`config.mk`:
```
export PLATFORM = sky130hd
export DESIGN_NAME = no_brdr_ctrl_unit
export DESIGN_NICKNAME = d
export VERILOG_FILES = /design/src/rtl/no_brdr_pkg.sv /design/src/rtl/no_brdr_pos_cnt.sv /design/src/rtl/no_brdr_ctrl_unit.sv
export SDC_FILE = /design/constraint.sdc
export NUM_CORES = 1
export LEC_CHECK = 0
export BUFFER_PORTS_ARGS = -buffer_cell sky130_fd_sc_hd__clkbuf_2
export CAP_MARGIN = 15
export CORE_MARGIN = 2
export CORE_UTILIZATION = 55
export CTS_CLUSTER_DIAMETER = 40
export DETAILED_ROUTE_END_ITERATION = 8
export GPL_TIMING_DRIVEN = 0
export HOLD_SLACK_MARGIN = 0.02
export PLACE_DENSITY = 0.78
export SYNTH_ARGS = -nofsm -noshare
export SYNTH_HDL_FRONTEND = slang
export SYNTH_SLANG_ARGS = --single-unit
```
`constraint.sdc`:
```
create_clock -name clk -period 2.2 [get_ports clk]
set_input_delay 0.11 -clock clk [delete_from_list [all_inputs] [get_ports clk]]
set_output_delay 0.11 -clock clk [all_outputs]
set_load 0.005 [all_outputs]
```
`src/rtl/no_brdr_pkg.sv`:
```
// rtl/no_brdr_pkg.sv - shared types, constants and helpers for the no-border filter control unit

package no_brdr_pkg;

   typedef enum logic [2:0] {
      IDLE  = 3'd0,
      FILL  = 3'd1,
      RUN   = 3'd2,
      DRAIN = 3'd3,
      DONE  = 3'd4
   } state_t;

   localparam int STROBE_W   = 1;
   localparam int EN_FUNCT_W = 1;

   // Never returns less than 1 so that derived vectors are always legal.
   function automatic int clog2(input int value);
      int r;
      r = 1;
      for (int i = 1; i < 31; i++) begin
         if ((1 << i) < value) r = i + 1;
      end
      return r;
   endfunction

   function automatic int n_out_f(input int row_width, input int col_height, input int mask_width);
      return (row_width - mask_width + 1) * (col_height - mask_width + 1);
   endfunction

   localparam int N_OUT = n_out_f(8, 6, 3);

endpackage

```
`src/rtl/no_brdr_pos_cnt.sv`:
```
// rtl/no_brdr_pos_cnt.sv - column/row position counter with window and frame-end flags

module no_brdr_pos_cnt
   import no_brdr_pkg::*;
#(
   parameter int ROW_WIDTH  = 8,
   parameter int COL_HEIGHT = 6,
   parameter int MASK_WIDTH = 3
)
(
   input  logic clk,
   input  logic rst_i,
   input  logic inc_i,
   input  logic clr_i,
   output logic last_col_o,
   output logic last_pix_o,
   output logic win_ok_o,
   output logic fill_end_o
);

   localparam int CW = clog2(ROW_WIDTH);
   localparam int RW = clog2(COL_HEIGHT);

   logic [CW-1:0] col_q, col_d;
   logic [RW-1:0] row_q, row_d;

   assign last_col_o = (col_q == CW'(ROW_WIDTH - 1));
   assign last_pix_o = last_col_o && (row_q == RW'(COL_HEIGHT - 1));
   assign win_ok_o   = (col_q >= CW'(MASK_WIDTH - 1)) && (row_q >= RW'(MASK_WIDTH - 1));
   assign fill_end_o = (col_q == CW'(MASK_WIDTH - 1)) && (row_q == RW'(MASK_WIDTH - 1));

   always_comb begin
      col_d = col_q;
      row_d = row_q;
      if (clr_i || (inc_i && last_pix_o)) begin
         col_d = '0;
         row_d = '0;
      end else if (inc_i) begin
         if (last_col_o) begin
            col_d = '0;
            row_d = row_q + 1'b1;
         end else begin
            col_d = col_q + 1'b1;
         end
      end
   end

   always_ff @(posedge clk or posedge rst_i) begin
      if (rst_i) begin
         col_q <= '0;
         row_q <= '0;
      end else begin
         col_q <= col_d;
         row_q <= row_d;
      end
   end

endmodule

```
`src/rtl/no_brdr_ctrl_unit.sv`:
```
// rtl/no_brdr_ctrl_unit.sv - frame sequencer for the no-border row-buffer/filter path

module no_brdr_ctrl_unit
   import no_brdr_pkg::*;
#(
   parameter int ROW_WIDTH  = 8,
   parameter int COL_HEIGHT = 6,
   parameter int PIX_BIT    = 8,
   parameter int DATA_BIT   = 8,
   parameter int MASK_WIDTH = 3,
   parameter int FUNCT_LAT  = 4
)
(
   input  logic                clk,
   input  logic                reset,
   input  logic                start,
   input  logic                in_valid,
   input  logic [PIX_BIT-1:0]  in_pix,
   output logic                in_ready,
   output logic                ctrl2buf_valid,
   output logic [DATA_BIT-1:0] data_cu2bufcf,
   output logic                en_funct,
   input  logic                pix_valid,
   output logic                busy,
   output logic                frame_done,
   output logic                err
);

   localparam int NO     = n_out_f(ROW_WIDTH, COL_HEIGHT, MASK_WIDTH);
   localparam int CNT_W  = clog2(NO + 1);
   localparam int WD_W   = clog2(FUNCT_LAT + 2);
   localparam logic [WD_W-1:0] WD_LIM = WD_W'(FUNCT_LAT + 1);

   state_t state_q, state_d;

   logic                  accept, start_go, pv_bad, wd_expire;
   logic                  last_col, last_pix, win_ok, fill_end, frame_end;
   logic [STROBE_W-1:0]   strb_q, strb_d;
   logic [EN_FUNCT_W-1:0] en_q, en_d;
   logic [DATA_BIT-1:0]   data_q, data_d;
   logic [CNT_W-1:0]      exp_cnt_q, exp_cnt_d, ret_cnt_q, ret_cnt_d;
   logic [WD_W-1:0]       wd_q, wd_d;
   logic                  err_q, err_d;

   assign accept    = in_valid && in_ready;
   assign start_go  = start && (state_q == IDLE);
   assign frame_end = accept && last_col && last_pix;
   assign pv_bad    = pix_valid && ((state_q == IDLE) || (ret_cnt_q == exp_cnt_q));
   // Watchdog fires on the (FUNCT_LAT+2)-th consecutive DRAIN cycle without a return.
   assign wd_expire = (state_q == DRAIN) && !pix_valid && (ret_cnt_q < CNT_W'(NO)) && (wd_q == WD_LIM);

   no_brdr_pos_cnt #(
      .ROW_WIDTH  (ROW_WIDTH),
      .COL_HEIGHT (COL_HEIGHT),
      .MASK_WIDTH (MASK_WIDTH)
   ) u_pos_cnt (
      .clk        (clk),
      .rst_i      (reset),
      .inc_i      (accept),
      .clr_i      (start_go),
      .last_col_o (last_col),
      .last_pix_o (last_pix),
      .win_ok_o   (win_ok),
      .fill_end_o (fill_end)
   );

   always_ff @(posedge clk or posedge reset) begin
      if (reset) begin
         state_q <= IDLE;
      end else begin
         state_q <= state_d;
      end
   end

   always_comb begin
      state_d = state_q;
      unique case (state_q)
         IDLE:    if (start_go) state_d = FILL;
         FILL:    if (frame_end) state_d = DRAIN;
                  else if (accept && fill_end) state_d = RUN;
         RUN:     if (frame_end) state_d = DRAIN;
         DRAIN:   if ((ret_cnt_q == CNT_W'(NO)) || wd_expire) state_d = DONE;
         DONE:    state_d = IDLE;
         default: state_d = IDLE;
      endcase
   end

   always_comb begin
      in_ready   = 1'b0;
      busy       = 1'b1;
      frame_done = 1'b0;
      case (state_q)
         IDLE:      busy = 1'b0;
         FILL, RUN: in_ready = 1'b1;
         DONE:      frame_done = 1'b1;
         default:   ;
      endcase
   end

   always_comb begin
      strb_d    = STROBE_W'(accept);
      en_d      = EN_FUNCT_W'(accept && win_ok);
      data_d    = accept ? DATA_BIT'(in_pix) : data_q;
      exp_cnt_d = exp_cnt_q;
      ret_cnt_d = ret_cnt_q;
      if (start_go) begin
         exp_cnt_d = '0;
         ret_cnt_d = '0;
      end else begin
         if (en_q[0]) exp_cnt_d = exp_cnt_q + 1'b1;
         if (pix_valid && !pv_bad) ret_cnt_d = ret_cnt_q + 1'b1;
      end
      wd_d = '0;
      if ((state_q == DRAIN) && !pix_valid && (wd_q != WD_LIM)) wd_d = wd_q + 1'b1;
      err_d = start_go ? 1'b0 : (err_q | pv_bad | wd_expire);
   end

   always_ff @(posedge clk or posedge reset) begin
      if (reset) begin
         strb_q    <= '0;
         en_q      <= '0;
         data_q    <= '0;
         exp_cnt_q <= '0;
         ret_cnt_q <= '0;
         wd_q      <= '0;
         err_q     <= 1'b0;
      end else begin
         strb_q    <= strb_d;
         en_q      <= en_d;
         data_q    <= data_d;
         exp_cnt_q <= exp_cnt_d;
         ret_cnt_q <= ret_cnt_d;
         wd_q      <= wd_d;
         err_q     <= err_d;
      end
   end

   assign ctrl2buf_valid = strb_q[0];
   assign en_funct       = en_q[0];
   assign data_cu2bufcf  = data_q;
   assign err            = err_q;

endmodule

```
# Word-level counts from Yosys, hierarchy flattened

Index checks and enable logic that the tools add are counted.

Bits in registers: 33
Output and inout bits: 14

Muxes and demuxes: 21
Bitwise gates (word level): 2
Magnitude comparators: 3
Reductions and logical operators: 29
Add/sub/neg operators: 5
Eq/ne operators: 16

Operator list:

| kind                                                                                 | count |
|---|---|
| 3-bit two-way mux                                                                    | 12 |
| 5-bit two-way mux                                                                    | 4 |
| 1-bit logical AND                                                                    | 16 |
| 3-bit by 2-bit equality test with 1-bit output (second input constant)               | 4 |
| 3-bit equality test (second input constant)                                          | 4 |
| 3-bit case mux with 4 select lines                                                   | 1 |
| 5-bit by 1-bit adder with 5-bit output (second input constant)                       | 2 |
| 3-bit by 1-bit adder with 3-bit output (second input constant)                       | 3 |
| 2-bit nonzero test                                                                   | 4 |
| 3-bit by 2-bit greater-or-equal comparator with 1-bit output (second input constant) | 2 |
| 2-bit inequality test (second input constant)                                        | 3 |
| 3-bit inequality test (second input constant)                                        | 2 |
| 5-bit equality test                                                                  | 1 |
| 5-bit equality test (second input constant)                                          | 1 |
| 5-bit < comparator (second input constant)                                           | 1 |
| 1-bit two-way mux                                                                    | 4 |
| 4-bit AND reduction                                                                  | 1 |
| 3-bit by 1-bit equality test with 1-bit output (second input constant)               | 1 |
| 3-bit zero test                                                                      | 1 |
| 1-bit logical OR                                                                     | 3 |
| 1-bit zero test                                                                      | 2 |
| 1-bit OR                                                                             | 2 |
| 2-bit AND reduction                                                                  | 1 |
| 2-bit OR reduction                                                                   | 1 |

# Logic depth before layout (Yosys ltp)

Gate-level depths: netlist of the first run.

Word-level depth: 8
Depth in mapped cells: 7
Gate-level depth less buffers: 7

# Hierarchy

From an unflattened synthesis of the first run, not the netlist that was laid out.

Cells, all modules: 162
Area total of the unflattened synthesis: 1745.4 um2

By module, submodules not included:

| module            | cells each | instances | area an instance (um2) |
|---|---|---|---|
| no_brdr_ctrl_unit | 122        | 1         | 1337.5 |
| no_brdr_pos_cnt   | 40         | 1         | 407.9 |

# Worst setup path before layout of the first run

Ideal clock, no wire load.

Kind: register to register
Start: reg u_pos_cnt.col_q[1]
End: reg u_pos_cnt.row_q[1]
Buffers on the path: 0
Clock period less this slack: 1.566 ns
Stages on the path, launching flop included: 8
Data arrival time: 1.446 ns
Library setup time: 0.120 ns
Path slack: 0.634 ns
Required time: 2.080 ns
Cells stage by stage: dfrtp_1 ha_1 ha_1 nand4_1 o22ai_1 o211ai_4 a21boi_2 o21ai_2

Cells in the longest elaborated chain, start to end: 6

RTL lines:

| item                                 | RTL line              | source |
|---|---|---|
| start, declared                      | no_brdr_pos_cnt.sv:24 | `logic [CW-1:0] col_q, col_d;` |
| start signal, assigned               | no_brdr_pos_cnt.sv:53 | `col_q <= col_d;` |
| 3-bit equality test *                | no_brdr_pos_cnt.sv:27 | `assign last_col_o = (col_q == CW'(ROW_WIDTH - 1));` |
| 1-bit logical AND                    | no_brdr_pos_cnt.sv:28 | `assign last_pix_o = last_col_o && (row_q == RW'(COL_HEIGHT - 1));` |
| 1-bit logical AND                    | no_brdr_pos_cnt.sv:35 | `if (clr_i \|\| (inc_i && last_pix_o)) begin` |
| 1-bit logical OR                     | no_brdr_pos_cnt.sv:35 |  |
| 2-bit nonzero test (no source line)  | -                     |  |
| 2-bit AND reduction (no source line) | -                     |  |
| end signal, assigned                 | no_brdr_pos_cnt.sv:54 | `row_q <= row_d;` |
| end, declared                        | no_brdr_pos_cnt.sv:25 | `logic [RW-1:0] row_q, row_d;` |

Mark *: on every way between the ends. The rest lies on a longest branch, timed or not.
A chain may end at the register's enable or synchronous reset.

# Worst setup path after layout of the first run

Start: reg u_pos_cnt.col_q[1]
End: reg u_pos_cnt.row_q[0]

The elaborated chain is that of the path after synthesis.

==> results.yml, run 1 <==
cts:
  cts_hold_buf: 9
  clock-sinks: 33
  clk_pin_slew_ns: 0.10
  h-tree-depth: 2
  clockBufferDepth: 2
  insertion_delay_ns: 0.35
  post_cts.repair.setup_buffers: 0
  cts_tree: "built"
  root_buffer: "clkbuf_4"
  cts.repair.resized: 0
  cts_buffers: 5
logic_synthesis:
  synthFlopType: "dfrtp_1"
  netlist_top_cells_area: "dfrtp_1 47%, nand2_1 8.1%, ha_1 7.8%"
  synthArstFlopShare: 1.00
  yosysTopAreaCell: "dfrtp_1"
  syn-instance-count: 177
  ys_seq_area_frac: 0.470
  ys_ff_latch: 33
  syn_area_um2: 1760
  synth_edf_count: 0
  synth_top_area_share: 0.470
  ys_types: 40
  synth_warnings: 0
  synth.avg_cell_area_um2: 9.92
  syn-num-nets: 201
global_routing:
  grt_use_total: 0.238
  grt_pass1_wl_um: 6330
  antenna_found_initial: 0
  grt_max_degree: 24
  grt_overflow: 0
  grt_pass1_vias: 1443
floorplan:
  dieWidth_um: 60.5
  chipHeight_um: 60.5
  die-area_um2: 3660
  io_pins: 27
  core_area_um2: 3050
  rows: 20
  initial_core_util: 0.575
setup_path:
  critPathTopFamily: "compound AO/OA/AOI/OAI gates"
  cp-start-kind: "register"
  end_kind: "register"
  path_buf_inv: 0
  criticalPathCategory: "reg2reg"
  critPathMaxFanout: 7
  crit_top_cell: "ha_1"
  required_ns: 2.45
  r2r-start: "u_pos_cnt.col_q[1]"
  critical-path-slowest-cell: "dfrtp_1"
  worstSetupStartpoint: "u_pos_cnt.col_q[1]"
  cp.depth: 7
  ff2ff_setup_slack_ns: 0.35
  crit_path_end: "u_pos_cnt.row_q[0]"
  slowest_delay_ns: 0.41
  r2r_end: "u_pos_cnt.row_q[0]"
  reg2reg_depth: 7
  crit_arrival_ns: 2.09
  path_cells: "ha_1, ha_1, nand4_1, o22ai_1, o211ai_4, a21boi_2, o21ai_2"
placement:
  dpl.cell_count: 248
  gp_congestion: 0.785
  dpl.hpwl_um: 2540
  port_buffers: 26
  pre_cts_ws_ns: 0.369
power:
  vdd_drop_max_mv: 0.529
  p_per_area_nw_per_um2: 913
  power.leakage_nw: 1.09
timing:
  postLayoutSetupSlackWorst_ns: 0.353
  skew_ns: 0.0102
  tightest_slew_ns: 0.490
  slew_headroom: 0.673
  finalSetupViolations: 0
  grt_setup_unrepaired: "false"
  slew_viol_final: 0
  setup_tns_ns: 0
  fin_crit_sh: 0.839
  max_freq_mhz: 541
  finalHoldViolCount: 0
  period_needed_ns: 1.85
final_layout:
  fin_cells: 265
  final_core_util: 0.692
  diodes: 0
  finalNetCount: 244
  final_layout_size_suffix_gt1_frac: 0.231
  syn_to_final_growth_pct: 20.4
status:
  status: "finished clean"
detailed_routing:
  drc: 0
  via_per_inst: 5.08
  ant_nets: 0
  drt_iter0_drc: 56
  vias: 1346
  drt-total-wl_um: 3460
  wire_per_inst_um: 13.1
  drt_first_pass_iters: 4
hold_path:
  hp-class: "in2reg"
job:
  drv_cap: 0
placed cells by master (no fill, tap or decap), drive strengths merged, types with 2 or more instances in the layout:
master	synthesis	layout
nand2	40	40
nand4b	2	2
o21ai	5	5
xnor2	5	5
a21oi	3	3
inv	13	13
xor2	8	8
dlygate4sd3	0	9
dfrtp	33	33
clkinv	0	2
clkbuf	1	32
nor2	15	15
mux2i	5	5
nand4	6	6
nor3	7	7
ha	11	11
nand3	4	4
and2	2	2
buf	4	5
sequential cells by signal (all words and copies together) (netlist names):
signal	flops
ctrl2buf_valid	1
data_cu2bufcf	8
en_funct	1
err	1
exp_cnt_q	5
ret_cnt_q	5
state_q	3
u_pos_cnt.col_q	3
u_pos_cnt.row_q	3
wd_q	3
kinds of logic after synthesis:
family          count (synthesis)  share of synthesized area
simple gates                   80                      0.217
flops                          33                      0.470
buf+inv                        18                     0.0477
compound gates                 17                     0.0884
xor+xnor                       13                     0.0691
fa+ha+maj                      11                     0.0784
mux                             5                     0.0285
area by class of cell:
| class | instances | area (µm²) |
|---|---|---|
| Buffer | 5 | 35.0 |
| Multi-Input combinational cell | 126 | 846 |
| Clock buffer | 5 | 37.5 |
| Timing Repair Buffer | 36 | 248 |
| Sequential cell | 33 | 826 |
| Tap cell | 44 | 55.1 |
| Inverter | 13 | 48.8 |
| Fill cell | 247 | 940 |
| Clock inverter | 3 | 17.5 |
worst min-delay path, delay by kind of cell:
family	cells	cell delay, ns
and+or+nand+nor	2	0.15
buffers and inverters	1	0.11
AOI/OAI and AO/OA	1	0.04
routing by layer:
layer / track usage / share of wire / up-vias
li1: - / - / 669
met1: 0.269 / 0.42 / 646
met2: 0.433 / 0.53 / 23
met3: 0.0512 / 0.030 / 8
met4: 0.102 / 0.020 / 0
met5: 0 / 0 / -
how the worst min path moves through the flow:
stage / start / end / slack [ns] / cells past startpoint
after floorplan: in_pix[0] / data_cu2bufcf[0] / 0.22 / 2
after CTS: pix_valid / wd_q[1] / 0.09 / 4
after detailed placement: reset / ctrl2buf_valid / 0.14 / 2
after global placement: in_pix[7] / data_cu2bufcf[7] / 0.30 / 3
after global routing: pix_valid / wd_q[2] / 0.12 / 4
final: pix_valid / wd_q[1] / 0.09 / 4
report_power, final:
part           switching [mW]  leakage, nW  internal [mW]
registers              0.0738        0.443          0.728
clock network           0.219       0.0310          0.120
logic                   0.457        0.620          0.330
total                   0.750         1.09           1.18
cell usage after synthesis (2+ instances only):
| cell | number |
|---|---|
| a21oi_1 | 2 |
| nand3_1 | 3 |
| ha_1 | 11 |
| buf_4 | 2 |
| mux2i_1 | 5 |
| o21ai_2 | 2 |
| nand2_1 | 38 |
| nor3_1 | 6 |
| and2_1 | 2 |
| nor2_1 | 15 |
| nand4b_1 | 2 |
| nand2_2 | 2 |
| dfrtp_1 | 33 |
| xnor2_1 | 5 |
| o21ai_0 | 2 |
| xor2_1 | 7 |
| nand4_1 | 6 |
| inv_1 | 12 |
through the flow:
stage | hold slack, ns | cell area, µm² | power (mW)
6_report | 0.0928 | 2110 | 1.93
5_1_grt | 0.118 | 2110 | 2.10
3_5_place_dp | 0.141 | 1970 | 1.59
4_1_cts | 0.0862 | 2110 | 1.94
2_1_floorplan | 0.215 | 1760 | 1.33
3_3_place_gp | 0.300 | 1940 | 1.54
(Power assumes the default switching activity.)
==> run 2, diff against run 1 <==
==> constraint.sdc (replaced) <==
create_clock -name clk -period 1.8 [get_ports clk]
set_input_delay 0.09 -clock clk [delete_from_list [all_inputs] [get_ports clk]]
set_output_delay 0.09 -clock clk [all_outputs]
set_load 0.005 [all_outputs]
==> run 2 against run 1 <==
  * First-iteration DRC count shrank 43%
  * Count of clock-buffer cells in the layout is the same
  * Highest routed layer unchanged
  * Worst hold slack got worse by 0.020 ns
  * Largest cell class unchanged
  * Critical path type unchanged
==> results.yml, run 2 (synthesis results as in run 1) <==
timing:
  fin_crit_sh: 0.946
  period_needed_ns: 1.70
  slew_viol_final: 0
  slew_headroom: 0.673
  whs_ns: 0.0731
  grt_setup_unrepaired: "false"
  tightest_slew_ns: 0.490
  finalHoldViolCount: 0
  setup_tns_ns: 0
  max_freq_mhz: 587
  skew_ns: 0.0102
  finalSetupViolations: 0
detailed_routing:
  ant_nets: 0
  wire_per_inst_um: 13.3
  drt-total-wl_um: 3540
  via_per_inst: 5.12
  drt_iter0_drc: 32
  drt_first_pass_iters: 4
  vias: 1366
  drc: 0
floorplan:
  die-area_um2: 3660
  dieWidth_um: 60.5
  io_pins: 27
  initial_core_util: 0.575
  chipHeight_um: 60.5
  core_area_um2: 3050
  rows: 20
final_layout:
  layout.cells.most_common: "nand2_1"
  largest_reg_flops: 8
  mostFrequentLayoutCells: "38 x nand2_1, 33 x dfrtp_1, 26 x clkbuf_2"
  diodes: 0
  final_core_util: 0.705
  final_layout_size_suffix_gt1_frac: 0.251
  syn_to_final_growth_pct: 22.5
  fill_cells: 239
  finalNetCount: 246
status:
  status: "finished clean"
global_routing:
  grt_use_total: 0.240
  grt_pass1_wl_um: 6390
  grt_pass1_vias: 1463
  grt_overflow: 0
  grt_max_degree: 24
  antenna_found_initial: 0
placement:
  gp_congestion: 0.785
  port_buffers: 26
  dpl.hpwl_um: 2540
setup_path:
  critPathMaxFanout: 6
  crit_arrival_ns: 2.00
  reg2reg_depth: 7
  required_ns: 2.09
  cp-start-kind: "register"
  end_kind: "register"
  criticalPathCategory: "reg2reg"
cts:
  clock-sinks: 33
  h-tree-depth: 2
  cts_tree: "built"
  root_buffer: "clkbuf_4"
  cts_buffers: 5
  clk_pin_slew_ns: 0.10
  clockBufferDepth: 2
  insertion_delay_ns: 0.35
job:
  drv_cap: 0
power:
  power.leakage_nw: 1.11
  vdd_drop_max_mv: 0.585
  p_per_area_nw_per_um2: 1120
  power.total_mw: 2.41
hold_path:
  hp-class: "in2reg"
  min_path_cells: 4
## run 2: changes by cell type in the layout (fill, tap and decap cells not counted)
cell	delta
buf_4	+2
ha_1	-1
ha_4	+1
o21ai_1	-1
o21ai_2	+1
o22ai_1	-1
o22ai_2	+1
## run 2: cell type report
cell class                 count  area [µm²]  share of cell area
buffer                         5        35.0              0.0163
clock buffer                   5        37.5              0.0175
clock inverter                 3        17.5             0.00814
inverter                      13        48.8              0.0227
multi-input combinational    126         868               0.404
sequential                    33         826               0.384
tap                           44        55.1              0.0256
timing repair buffer          38         263               0.122
## run 2: where the power goes
| part | switching [mW] | internal, mW |
|---|---|---|
| sequential | 0.0929 | 0.890 |
| clock | 0.267 | 0.147 |
| combinational | 0.583 | 0.432 |
## run 2: worst paths after layout
path	from	slack, ns	to
setup / recovery	u_pos_cnt.col_q[1]	0.1	u_pos_cnt.row_q[2]
hold / removal	pix_valid	0.07	wd_q[1]
setup reg to reg	u_pos_cnt.col_q[1]	0.1	u_pos_cnt.row_q[2]
hold reg to reg	wd_q[0]	0.47	wd_q[0]
max in group asynchronous	reset	1.03	wd_q[2]
min in group asynchronous	reset	0.29	data_cu2bufcf[1]
## run 2: what timing repair did
action	in CTS	in global routing
endpoints found under the setup margin	2	2
hold buffers	9	0
hold endpoints to repair	18	0
resized for setup	3	1
pin swaps	0	4
buffers inserted	0	2
## run 2: worst max-delay path, cell delays in order (launching register included)
cell	delay (ns)
dfrtp_1	0.44
ha_1	0.24
ha_4	0.19
nand4_1	0.12
o21ai_2	0.12
o211ai_4	0.26
buf_4	0.17
and2_1	0.11
## run 2: per-stage QoR
step,instances,instance area (µm²),setup WS [ns]
after global routing,267,2150,0.0128
after CTS,265,2130,0.0343
final,267,2150,0.0966
after global placement,247,1940,0.0976
after detailed placement,248,1970,-0.0309
after floorplan,177,1760,0.234
## run 2: per-layer routing
layer,share of wire,vias to the layer above,track usage
met4,0.026,0,0.102
met3,0.028,10,0.0512
li1,-,674,-
met1,0.42,659,0.269
met5,0,-,0
met2,0.52,23,0.441
